`src/rtl/btn_event_arbiter.sv`:
```
// -----------------------------------------------------------------------------
// btn_event_arbiter
//
// Buttons are debounced upstream, and each press arrives here as a one-clock
// pulse. This block keeps one pending flag per button. A round-robin arbiter
// moves at most one pending press per clock into a small event FIFO. The FIFO
// head goes to a single consumer over a valid/ready handshake.
//
// Parameters
//   NUM_BTN     number of button pulse inputs (>= 2)
//   FIFO_DEPTH  event FIFO entries (power of 2, >= 2)
//   IDW         width of an event ID (button index)
//   CW          width of the FIFO occupancy count (0..FIFO_DEPTH)
//
// Ports
//   i_clk         system clock, all logic on the rising edge
//   i_rst_n       asynchronous active-low reset, drops all pending/queued events
//   i_btn_pulse   one-clock press pulses, bit k = button k
//   o_evt_valid   FIFO head holds an event
//   o_evt_id      button index at the FIFO head (meaningless while not valid)
//   i_evt_ready   consumer accepts the head when o_evt_valid is high
//   o_pending     registered per-button pending flags
//   o_fifo_count  FIFO occupancy
//   o_overflow    sticky flag, set when a press is lost
//   i_clr_ovf     one-clock pulse that clears o_overflow (a new loss wins)
// -----------------------------------------------------------------------------
module btn_event_arbiter #(
  parameter int NUM_BTN    = 4,
  parameter int FIFO_DEPTH = 4,
  parameter int IDW        = $clog2(NUM_BTN),
  parameter int CW         = $clog2(FIFO_DEPTH) + 1
) (
  input  logic               i_clk,
  input  logic               i_rst_n,
  input  logic [NUM_BTN-1:0] i_btn_pulse,
  output logic               o_evt_valid,
  output logic [IDW-1:0]     o_evt_id,
  input  logic               i_evt_ready,
  output logic [NUM_BTN-1:0] o_pending,
  output logic [CW-1:0]      o_fifo_count,
  output logic               o_overflow,
  input  logic               i_clr_ovf
);

  localparam int             PW        = $clog2(FIFO_DEPTH);
  localparam logic [IDW:0]   NUM_BTN_W = (IDW+1)'(NUM_BTN);
  localparam logic [IDW-1:0] LAST_ID   = IDW'(NUM_BTN - 1);
  localparam logic [CW-1:0]  DEPTH_C   = CW'(FIFO_DEPTH);

  // ---------------------------------------------------------------------------
  // State
  // ---------------------------------------------------------------------------
  logic [NUM_BTN-1:0] pend_reg,   pend_next;
  logic [IDW-1:0]     rr_reg,     rr_next;
  logic [PW-1:0]      wr_ptr_reg, wr_ptr_next;
  logic [PW-1:0]      rd_ptr_reg, rd_ptr_next;
  logic [CW-1:0]      count_reg,  count_next;
  logic               ovf_reg,    ovf_next;

  // The FIFO storage has no reset. Occupancy and the pointers decide what
  // is valid, so stale contents after a reset are never presented as valid.
  logic [IDW-1:0]     mem_reg [FIFO_DEPTH];

  // ---------------------------------------------------------------------------
  // Handshake
  // ---------------------------------------------------------------------------
  logic pop;
  logic push;
  logic can_push;

  assign o_evt_valid = (count_reg != '0);
  assign o_evt_id    = mem_reg[rd_ptr_reg];
  assign pop         = o_evt_valid && i_evt_ready;
  // A pop in the same clock frees a slot, so a full FIFO can still take
  // a grant while the consumer drains it.
  assign can_push    = (count_reg != DEPTH_C) || pop;

  // ---------------------------------------------------------------------------
  // Round-robin arbiter
  //
  // Candidate slot gi is button (rr + gi) mod NUM_BTN. The first pending
  // candidate in slot order is granted. Both operands are below NUM_BTN, so
  // one conditional subtract is enough for the wrap.
  // ---------------------------------------------------------------------------
  logic [IDW:0]       cand_sum  [NUM_BTN];
  logic [IDW-1:0]     cand_idx  [NUM_BTN];
  logic [NUM_BTN-1:0] cand_pend;
  logic               grant_any;
  logic [IDW-1:0]     grant_idx;

  genvar gi;
  generate
    for (gi = 0; gi < NUM_BTN; gi++) begin : g_cand
      assign cand_sum[gi]  = {1'b0, rr_reg} + (IDW+1)'(gi);
      assign cand_idx[gi]  = (cand_sum[gi] >= NUM_BTN_W)
                             ? IDW'(cand_sum[gi] - NUM_BTN_W)
                             : cand_sum[gi][IDW-1:0];
      assign cand_pend[gi] = pend_reg[cand_idx[gi]];
    end
  endgenerate

  // Scan from the far end so the nearest pending slot to rr is assigned last
  // and wins.
  always_comb begin
    grant_any = 1'b0;
    grant_idx = '0;
    for (int i = NUM_BTN - 1; i >= 0; i--) begin
      if (cand_pend[i]) begin
        grant_any = 1'b1;
        grant_idx = cand_idx[i];
      end
    end
  end

  // A grant only issues when the FIFO can accept it. Otherwise the
  // pending flag holds and the press waits.
  assign push = grant_any && can_push;

  always_comb begin
    rr_next = rr_reg;
    if (push) begin
      rr_next = (grant_idx == LAST_ID) ? '0 : grant_idx + IDW'(1);
    end
  end

  // ---------------------------------------------------------------------------
  // Pending flags and lost-press detection
  //
  // A pulse always leaves the flag set. If the button is granted in that same
  // clock, the old press leaves with the grant and the new press takes its
  // place. If the button is already pending and not granted, the second press
  // has nowhere to go and is counted as lost.
  // ---------------------------------------------------------------------------
  logic [NUM_BTN-1:0] granted_vec;
  logic [NUM_BTN-1:0] drop_vec;

  generate
    for (gi = 0; gi < NUM_BTN; gi++) begin : g_pend
      assign granted_vec[gi] = push && (grant_idx == IDW'(gi));
      assign pend_next[gi]   = i_btn_pulse[gi] ? 1'b1
                             : (granted_vec[gi] ? 1'b0 : pend_reg[gi]);
      assign drop_vec[gi]    = i_btn_pulse[gi] && pend_reg[gi] && !granted_vec[gi];
    end
  endgenerate

  // A new loss beats a clear in the same clock, so no loss goes unreported.
  always_comb begin
    ovf_next = ovf_reg;
    if (|drop_vec) begin
      ovf_next = 1'b1;
    end else if (i_clr_ovf) begin
      ovf_next = 1'b0;
    end
  end

  // ---------------------------------------------------------------------------
  // FIFO pointers and occupancy
  // ---------------------------------------------------------------------------
  always_comb begin
    wr_ptr_next = wr_ptr_reg;
    rd_ptr_next = rd_ptr_reg;
    if (push) begin
      wr_ptr_next = wr_ptr_reg + PW'(1);
    end
    if (pop) begin
      rd_ptr_next = rd_ptr_reg + PW'(1);
    end
    // A push and a pop together leave the count unchanged, which keeps a
    // full FIFO full while it streams.
    count_next = count_reg + CW'(push) - CW'(pop);
  end

  always_ff @(posedge i_clk) begin
    if (push) begin
      mem_reg[wr_ptr_reg] <= grant_idx;
    end
  end

  // ---------------------------------------------------------------------------
  // Control registers
  // ---------------------------------------------------------------------------
  always_ff @(posedge i_clk or negedge i_rst_n) begin
    if (!i_rst_n) begin
      pend_reg   <= '0;
      rr_reg     <= '0;
      wr_ptr_reg <= '0;
      rd_ptr_reg <= '0;
      count_reg  <= '0;
      ovf_reg    <= 1'b0;
    end else begin
      pend_reg   <= pend_next;
      rr_reg     <= rr_next;
      wr_ptr_reg <= wr_ptr_next;
      rd_ptr_reg <= rd_ptr_next;
      count_reg  <= count_next;
      ovf_reg    <= ovf_next;
    end
  end

  assign o_pending    = pend_reg;
  assign o_fifo_count = count_reg;
  assign o_overflow   = ovf_reg;

endmodule

```
`config.mk`:
```
export PLATFORM = sky130hd
export DESIGN_NAME = btn_event_arbiter
export DESIGN_NICKNAME = d
export VERILOG_FILES = /design/src/rtl/btn_event_arbiter.sv
export SDC_FILE = /design/constraint.sdc
export NUM_CORES = 1
export LEC_CHECK = 0
export CORE_MARGIN = 5
export CORE_UTILIZATION = 45
export DETAILED_ROUTE_END_ITERATION = 10
export PLACE_DENSITY_LB_ADDON = 0.25
export SYNTH_ARGS = -nofsm -noshare
export SYNTH_HDL_FRONTEND = slang
export SYNTH_SLANG_ARGS = --single-unit
```
`constraint.sdc`:
```
create_clock -name i_clk -period 2.6 [get_ports i_clk]
set_clock_uncertainty 0.1 [all_clocks]
set_input_delay 0.39 -clock i_clk [delete_from_list [all_inputs] [get_ports i_clk]]
set_output_delay 0.39 -clock i_clk [all_outputs]
set_load 0.005 [all_outputs]
```
# == Word-level counts from Yosys, hierarchy flattened ==
# Memories as Yosys holds them, arrays and structs flattened.
# Index checks and enable logic that the tools add are counted.
# totals
register_bits,14
ram_bits,8
in_bits,8
mem_count,1
# memory_table
name,depth,word_bits,rd,rd_ports_with_merged_regs,write_ports,line_no,text
mem_reg,4,2,1,0,1,62,logic [IDW-1:0] mem_reg [FIFO_DEPTH];
# op_classes
eq_ne,4
n_reduce_logical,27
add_sub_neg,12
n_mux,33
magnitude_cmp,8
# ops
operator,count
1-bit 2-to-1 mux,20
2-bit 2-to-1 mux,9
1-bit logical AND,14
"2-bit by 3-bit less-than comparator with 1-bit output, second input constant",4
2-bit nonzero test,5
"3-bit greater-or-equal comparator, second input constant",3
1-bit binary-select mux with 2-bit select,4
"2-bit by 1-bit subtractor with 2-bit output, second input constant",4
"2-bit by 1-bit adder with 2-bit output, second input constant",3
"2-bit by 2-bit adder with 3-bit output, second input constant",2
"2-bit == test, second input constant",2
1-bit zero test,4
4-bit OR reduction,1
"2-bit by 1-bit adder with 3-bit output, second input constant",1
3-bit by 1-bit adder with 3-bit output,1
"2-bit by 3-bit greater-or-equal comparator with 1-bit output, second input constant",1
"3-bit inequality test, second input constant",1
3-bit nonzero test,1
3-bit by 1-bit subtractor with 3-bit output,1
"2-bit by 1-bit == test with 1-bit output, second input constant",1
2-bit zero test,1
1-bit logical OR,1

# == Longest topological paths before layout ==
# Gate-level depths: netlist of the first run.
# logic_depth
depth_word,15
depth_mapped,9
mapped_depth_nobuf,8

# == Least setup slack after synthesis of the first run ==
# OpenSTA, ideal clock, no wires.
# synth_path
path_kind,register to register
from,"reg count_reg[1], in the netlist o_fifo_count[1]"
to,"reg count_reg[2], in the netlist o_fifo_count[2]"
t_required_ps,2376
arrival_time_ps,2213
path_stages_with_launch,10
n_path_buf,1
synth_period_minus_slack_ps,2437
setup_time_ps,124
path_slack_ps,163
path_cell_list,dfrtp_1 -> or4b_1 -> buf_2 -> a21boi_4 -> xnor2_1 -> ha_1 -> inv_1 -> fa_1 -> xnor2_1 -> xnor2_1
# synth_between
elab_chain_len,6
# synth_lines
element,line_no,text
start: declaration,57,"logic [CW-1:0] count_reg, count_next;"
start signal: assignment,195,count_reg <= count_next;
3-bit nonzero test,71,assign o_evt_valid = (count_reg != '0);
1-bit logical AND,73,assign pop = o_evt_valid && i_evt_ready;
1-bit logical OR,76,assign can_push = (count_reg != DEPTH_C) || pop;
1-bit logical AND,117,assign push = grant_any && can_push;
3-bit by 1-bit adder with 3-bit output,170,count_next = count_reg + CW'(push) - CW'(pop);
3-bit by 1-bit subtractor with 3-bit output (*),170,
via count_next[2],57,
# Mark *: on every way through the listed nets, which the timed path passes. The rest lies on a longest branch.
# A chain may end at the register's enable or synchronous reset.

# == Worst setup path after layout of the first run ==
# layout_path
from,in i_evt_ready
to,"reg count_reg[2], in the netlist o_fifo_count[2]"
# layout_between
elab_chain_len,5
# layout_lines
element,line_no,text
start: declaration,38,"input logic i_evt_ready,"
1-bit logical AND (*),73,
1-bit logical OR,76,
1-bit logical AND,117,
3-bit by 1-bit adder with 3-bit output,170,
3-bit by 1-bit subtractor with 3-bit output (*),170,
via count_next[2],57,
# Marked as above.

==> results.json, run 1 <==
{
  "outcome": "finished clean",
  "drt_iter0_drc": 18,
  "io-pin-count": 19,
  "cp.required_ns": 2.73,
  "critPathMaxStageDelay_ns": 0.51,
  "reg2reg_depth": 8,
  "power.switching_uw": 635,
  "cts-htree-levels": 1,
  "reg2reg_slack_ns": 0.22,
  "area_growth_pct": 25.9,
  "synth_edf_count": 8,
  "end_kind": "register",
  "grt_pass1_wl_mm": 3.35,
  "cts_made_buffers": 3,
  "cts_setup_buffers": 0,
  "p_int_mw": 1.23,
  "rsz0062_at_grt": "false",
  "dp_hpwl_mm": 1.56,
  "crit_path_start_kind": "input pin",
  "synth_top_cell_area_share_pct": 30.8,
  "portBuffers": 18,
  "dr.pass1.iters": 4,
  "synthMuxAreaShare_pct": 3.96,
  "syn_nets": 114,
  "overflow": 0,
  "worstPathArrival_ns": 2.56,
  "synthesis.area_um2": 1140,
  "diodes": 0,
  "wl_met1_um": 937,
  "grt_pass1_vias": 774,
  "grt_usage_pct": 12.5,
  "cts_resized": 0,
  "holdBufCountCts": 0,
  "cpMostUsedCell": "xnor2_1",
  "leakage_nw": 0.614,
  "clk_pin_slew_ns": 0.13,
  "synthSimpleGateAreaFrac_pct": 11.9,
  "hold_viol": 0,
  "die-area_um2": 3630,
  "via_per_inst": 5.13,
  "rows": 18,
  "setup_viol": 0,
  "relSlewSlack_pct": 57.6,
  "synth_most_common_cell": "dfrtp_1",
  "hold_path.class": "in2async",
  "async_flop_share_pct": 63.6,
  "p_sw_share_pct": 34.1,
  "routed_wl_mm": 2.02,
  "die_w_um": 60.2,
  "highest_layer": "met4",
  "clkPwrFrac_pct": 14.0,
  "routabilityCongestion": 0.720,
  "antenna_left": 0,
  "peakVddDrop_v": 0.000746,
  "fillers": 204,
  "synth_common_cells": "dfrtp_1 (14), nand2_1 (13), ha_1 (9)",
  "synth.distinct_cells": 29,
  "syn_avg_cell_area_um2": 11.8,
  "post-route-min-period_ns": 2.43,
  "core_um2": 2450,
  "antenna_found_initial": 0,
  "synth_ff_type": "dfrtp_1",
  "whs_ns": 0.363,
  "wl_met2_um": 988,
  "synth_top_family_by_area": "compound AO/OA/AOI/OAI gates",
  "fmax_ghz": 0.412,
  "reg2reg_to": "o_fifo_count[2]",
  "power_density_nw_per_um2": 1300,
  "vias": 770,
  "regToRegStartpoint": "o_fifo_count[0]",
  "clk_latency_ns": 0.30,
  "largest_reg_flops": 8,
  "synth-compound-area-share_pct": 12.3,
  "synth.area.top_cells": "dfrtp_1 (31%), edfxtp_1 (21%), ha_1 (9.9%), xnor2_1 (4.6%), nand2_1 (4.3%)",
  "tightest_slew_ns": 0.634,
  "fin_crit_sh_pct": 93.5,
  "met3_length_um": 78,
  "regArea_um2": 591,
  "worst_path_dominant_cell_family": "adder cells",
  "p_comb_share_pct": 47.7,
  "cp_max_fo": 2,
  "finalMaxSlewViolations": 0,
  "power_mw": 1.86,
  "initial_core_util_pct": 46.3,
  "die_h_um": 60.2,
  "drcViolationCount": 0,
  "pwr-share-seq_pct": 38.3,
  "multiInputGateArea_um2": 505,
  "drive_above_1_share_pct": 10.8,
  "cts_buffer_depth": 2,
  "grt_start_max_net_pins": 15,
  "crit_type": "in2reg",
  "routedWlPerCell_um": 13.4,
  "cts_root_buf": "clkbuf_4",
  "clkSinkCount": 22,
  "worst-path-buf-inv": 2,
  "crit_chain": "clkdlybuf4s50_1, or4b_1, a21boi_4, xnor2_1, ha_1, inv_1, fa_1, xnor2_1, xnor2_1",
  "fin_nets": 139,
  "syn_inst": 96,
  "seq_area_frac_synth_pct": 52.0,
  "synth_xor_area_share_pct": 4.63,
  "cpMaxStageDelayCell": "or4b_1",
  "cap_violations": 0,
  "ys_ff_latch": 22,
  "cts_tree": "done",
  "yosysWarnings": 0,
  "synth_fa_ha_area_share_pct": 11.7,
  "synth_top_cell_by_area": "dfrtp_1"
}
how the worst max path moves through the flow:
stage | depth (start not counted) | slack [ns] | end | from
global placement | 9 | -0.07 | o_fifo_count[2] | i_evt_ready
detailed placement | 9 | -0.12 | o_fifo_count[2] | i_evt_ready
finish | 9 | 0.17 | o_fifo_count[2] | i_evt_ready
CTS | 9 | 0.17 | o_fifo_count[2] | i_evt_ready
floorplan | 9 | 0.16 | o_fifo_count[2] | o_fifo_count[1]
global route | 9 | 0.1 | o_fifo_count[2] | i_evt_ready
layout make-up:
type                    instances  area share [%]
repair buffers                 23            15.2
clock buffers                   3            1.57
multi-input cells              64            35.3
inverters                       7            1.84
well taps                      30            2.62
flip-flops and latches         22            41.3
clock inverters                 1            2.10
placed cells by master, fill, tap and decap left out, types with 2 or more instances in the layout:
master | synthesis | final
o21ai_0 | 2 | 2
o22ai_1 | 3 | 3
nand2_1 | 13 | 13
mux4_2 | 2 | 2
inv_1 | 7 | 7
and2_1 | 4 | 4
nand2b_1 | 2 | 2
edfxtp_1 | 8 | 8
o21ai_1 | 2 | 2
ha_1 | 9 | 9
dfrtp_1 | 14 | 14
nand3_1 | 2 | 2
nor2_1 | 3 | 3
clkdlybuf4s50_1 | 0 | 18
clkbuf_4 | 0 | 3
xnor2_1 | 6 | 6
buf_4 | 0 | 5
a21o_1 | 4 | 4
metal layers:
layer | GRT usage (%) | vias up
li1 | - | 385
met1 | 15.8 | 371
met2 | 20.7 | 12
met3 | 3.02 | 2
met4 | 4.11 | 0
met5 | 0 | -
through the flow:
stage | area (µm²) | setup slack [ns] | instances | util (%) | setup TNS [ns]
2_1_floorplan | 1140 | 0.163 | 96 | - | 0
3_3_place_gp | 1380 | -0.0666 | 146 | 56.1 | -0.0666
3_5_place_dp | 1380 | -0.116 | 146 | 56.1 | -0.116
4_1_cts | 1430 | 0.172 | 150 | 58.3 | 0
5_1_grt | 1430 | 0.0968 | 150 | 58.3 | 0
6_report | 1430 | 0.170 | 150 | 58.3 | 0
cell families after synthesis:
group | Yosys count
and+or+nand+nor | 28
DFF | 22
AOI/OAI and AO/OA | 18
adders and majority gates | 10
muxes | 2
buffers and inverters | 10
xor gates and xnor gates | 6
power by group through the flow:
stage                     logic (mW)  clock network (mW)  registers, mW
after global routing           0.995               0.279          0.740
final                          0.889               0.260          0.715
after floorplan                0.554                   0          0.691
after global placement         0.865                   0          0.717
after detailed placement       0.891                   0          0.726
after CTS                      0.904               0.264          0.718
Power figures use the tool's default switching activity.
==> run 2: changes to the inputs <==
- RECOVER_POWER: default -> 50
==> results.json, run 2 (synthesized netlist as in run 1, its figures left out) <==
{
  "outcome": "finished clean",
  "drt_iter0_drc": 12,
  "fin_nets": 139,
  "cts_root_buf": "clkbuf_4",
  "dr.pass1.iters": 2,
  "routedWlPerCell_um": 13.5,
  "finalSetupTns_ns": 0,
  "crit_type": "in2reg",
  "crit_path_start_kind": "input pin",
  "antenna_found_initial": 0,
  "tightest_slew_ns": 0.637,
  "pre_cts_ws_ns": -0.116,
  "via_per_inst": 5.15,
  "clkSinkCount": 22,
  "cap_violations": 0,
  "io-pin-count": 19,
  "cts_setup_buffers": 0,
  "highest_layer": "met4",
  "grt_start_max_net_pins": 15,
  "drive_above_1_share_pct": 7.50,
  "cpMaxStageDelayCell": "or4b_1",
  "worstPathArrival_ns": 2.59,
  "met3_length_um": 74,
  "die-area_um2": 3630,
  "clk_pin_slew_ns": 0.13,
  "initial_core_util_pct": 46.3,
  "drcViolationCount": 0,
  "final_common_cell": "clkdlybuf4s50_1",
  "setup_viol": 0,
  "crit_chain": "clkdlybuf4s50_1, or4b_1, a21boi_0, xnor2_1, ha_1, inv_1, fa_1, xnor2_1, xnor2_1",
  "cts_made_buffers": 3,
  "grt_usage_pct": 12.5,
  "overflow": 0,
  "relSlewSlack_pct": 57.4,
  "grt_pass1_wl_mm": 3.35,
  "rsz0062_at_grt": "false",
  "fin_crit_sh_pct": 94.7,
  "cp_max_fo": 2,
  "antenna_left": 0,
  "core_um2": 2450,
  "cpMostUsedCell": "xnor2_1",
  "cp.required_ns": 2.73,
  "wl_met2_um": 988,
  "diodes": 0,
  "fmax_ghz": 0.406,
  "die_w_um": 60.2,
  "rows": 18,
  "cts_resized": 0,
  "finalMaxSlewViolations": 0,
  "final_cell_mix": "clkdlybuf4s50_1 (16), dfrtp_1 (14), nand2_1 (13)",
  "worst_path_dominant_cell_family": "adder cells",
  "portBuffers": 18,
  "dp_hpwl_mm": 1.56,
  "routed_wl_mm": 2.02,
  "largest_reg_flops": 8,
  "setup_ws_ns": 0.138,
  "cts_buffer_depth": 2,
  "end_kind": "register",
  "fillers": 208,
  "final_area_um2": 1410,
  "critPathMaxStageDelay_ns": 0.50,
  "area_growth_pct": 23.9,
  "cts_tree": "done",
  "place_area_um2": 1380,
  "hold_path.class": "in2async",
  "vias": 772,
  "post-route-min-period_ns": 2.46,
  "routabilityCongestion": 0.720,
  "holdBufCountCts": 0,
  "power_density_nw_per_um2": 1300,
  "peakVddDrop_v": 0.000745,
  "leakage_nw": 0.592,
  "cts-htree-levels": 1,
  "worst-path-buf-inv": 2,
  "wl_met1_um": 947,
  "die_h_um": 60.2,
  "grt_pass1_vias": 774,
  "clk_latency_ns": 0.30,
  "hold_viol": 0
}
-- run 2: through the flow --
step	utilization, %	total power [mW]	std cells	hold WS (ns)
2_1_floorplan	-	1.24	96	-0.00559
3_3_place_gp	56.1	1.58	146	0.390
3_5_place_dp	56.1	1.62	146	0.394
4_1_cts	58.3	1.89	150	0.386
5_1_grt	57.3	1.98	150	0.460
6_report	57.3	1.83	150	0.433
-- run 2: worst paths after layout --
path,startpoint,end,slack (ns),cells past startpoint
max in group asynchronous,i_rst_n,o_pending[3],1.56,1
worst min-delay path,i_rst_n,o_overflow,0.43,1
worst max register to register,o_fifo_count[0],o_fifo_count[2],0.18,8
worst max-delay path,i_evt_ready,o_fifo_count[2],0.14,9
min in group i_clk,rr_reg[0],rr_reg[0],0.44,2
worst min register to register,rr_reg[0],rr_reg[0],0.44,2
-- run 2: power by group --
| part | switching, mW | internal [mW] |
|---|---|---|
| combinational | 0.392 | 0.465 |
| sequential | 0.137 | 0.579 |
| clock | 0.105 | 0.156 |
| total | 0.634 | 1.20 |
-- run 2: layer usage --
metal,track usage (%),up-vias
met5,0,-
met4,4.11,0
met3,3.02,2
met2,20.7,9
met1,15.8,375
li1,-,386
-- run 2: final cells by class --
type	instances	area [µm²]	area share, %
repair buffers	23	206	14.7
multi-input cells	64	494	35.1
clock buffers	3	22.5	1.60
inverters	7	26.3	1.87
flip-flops and latches	22	591	42.0
well taps	30	37.5	2.67
clock inverters	1	30.0	2.13
==> run 3: changes to the inputs <==
- HOLD_SLACK_MARGIN: default -> 0.15
==> results of run 3 <==
Final layout, timing and power as in run 2 (identical DEF).
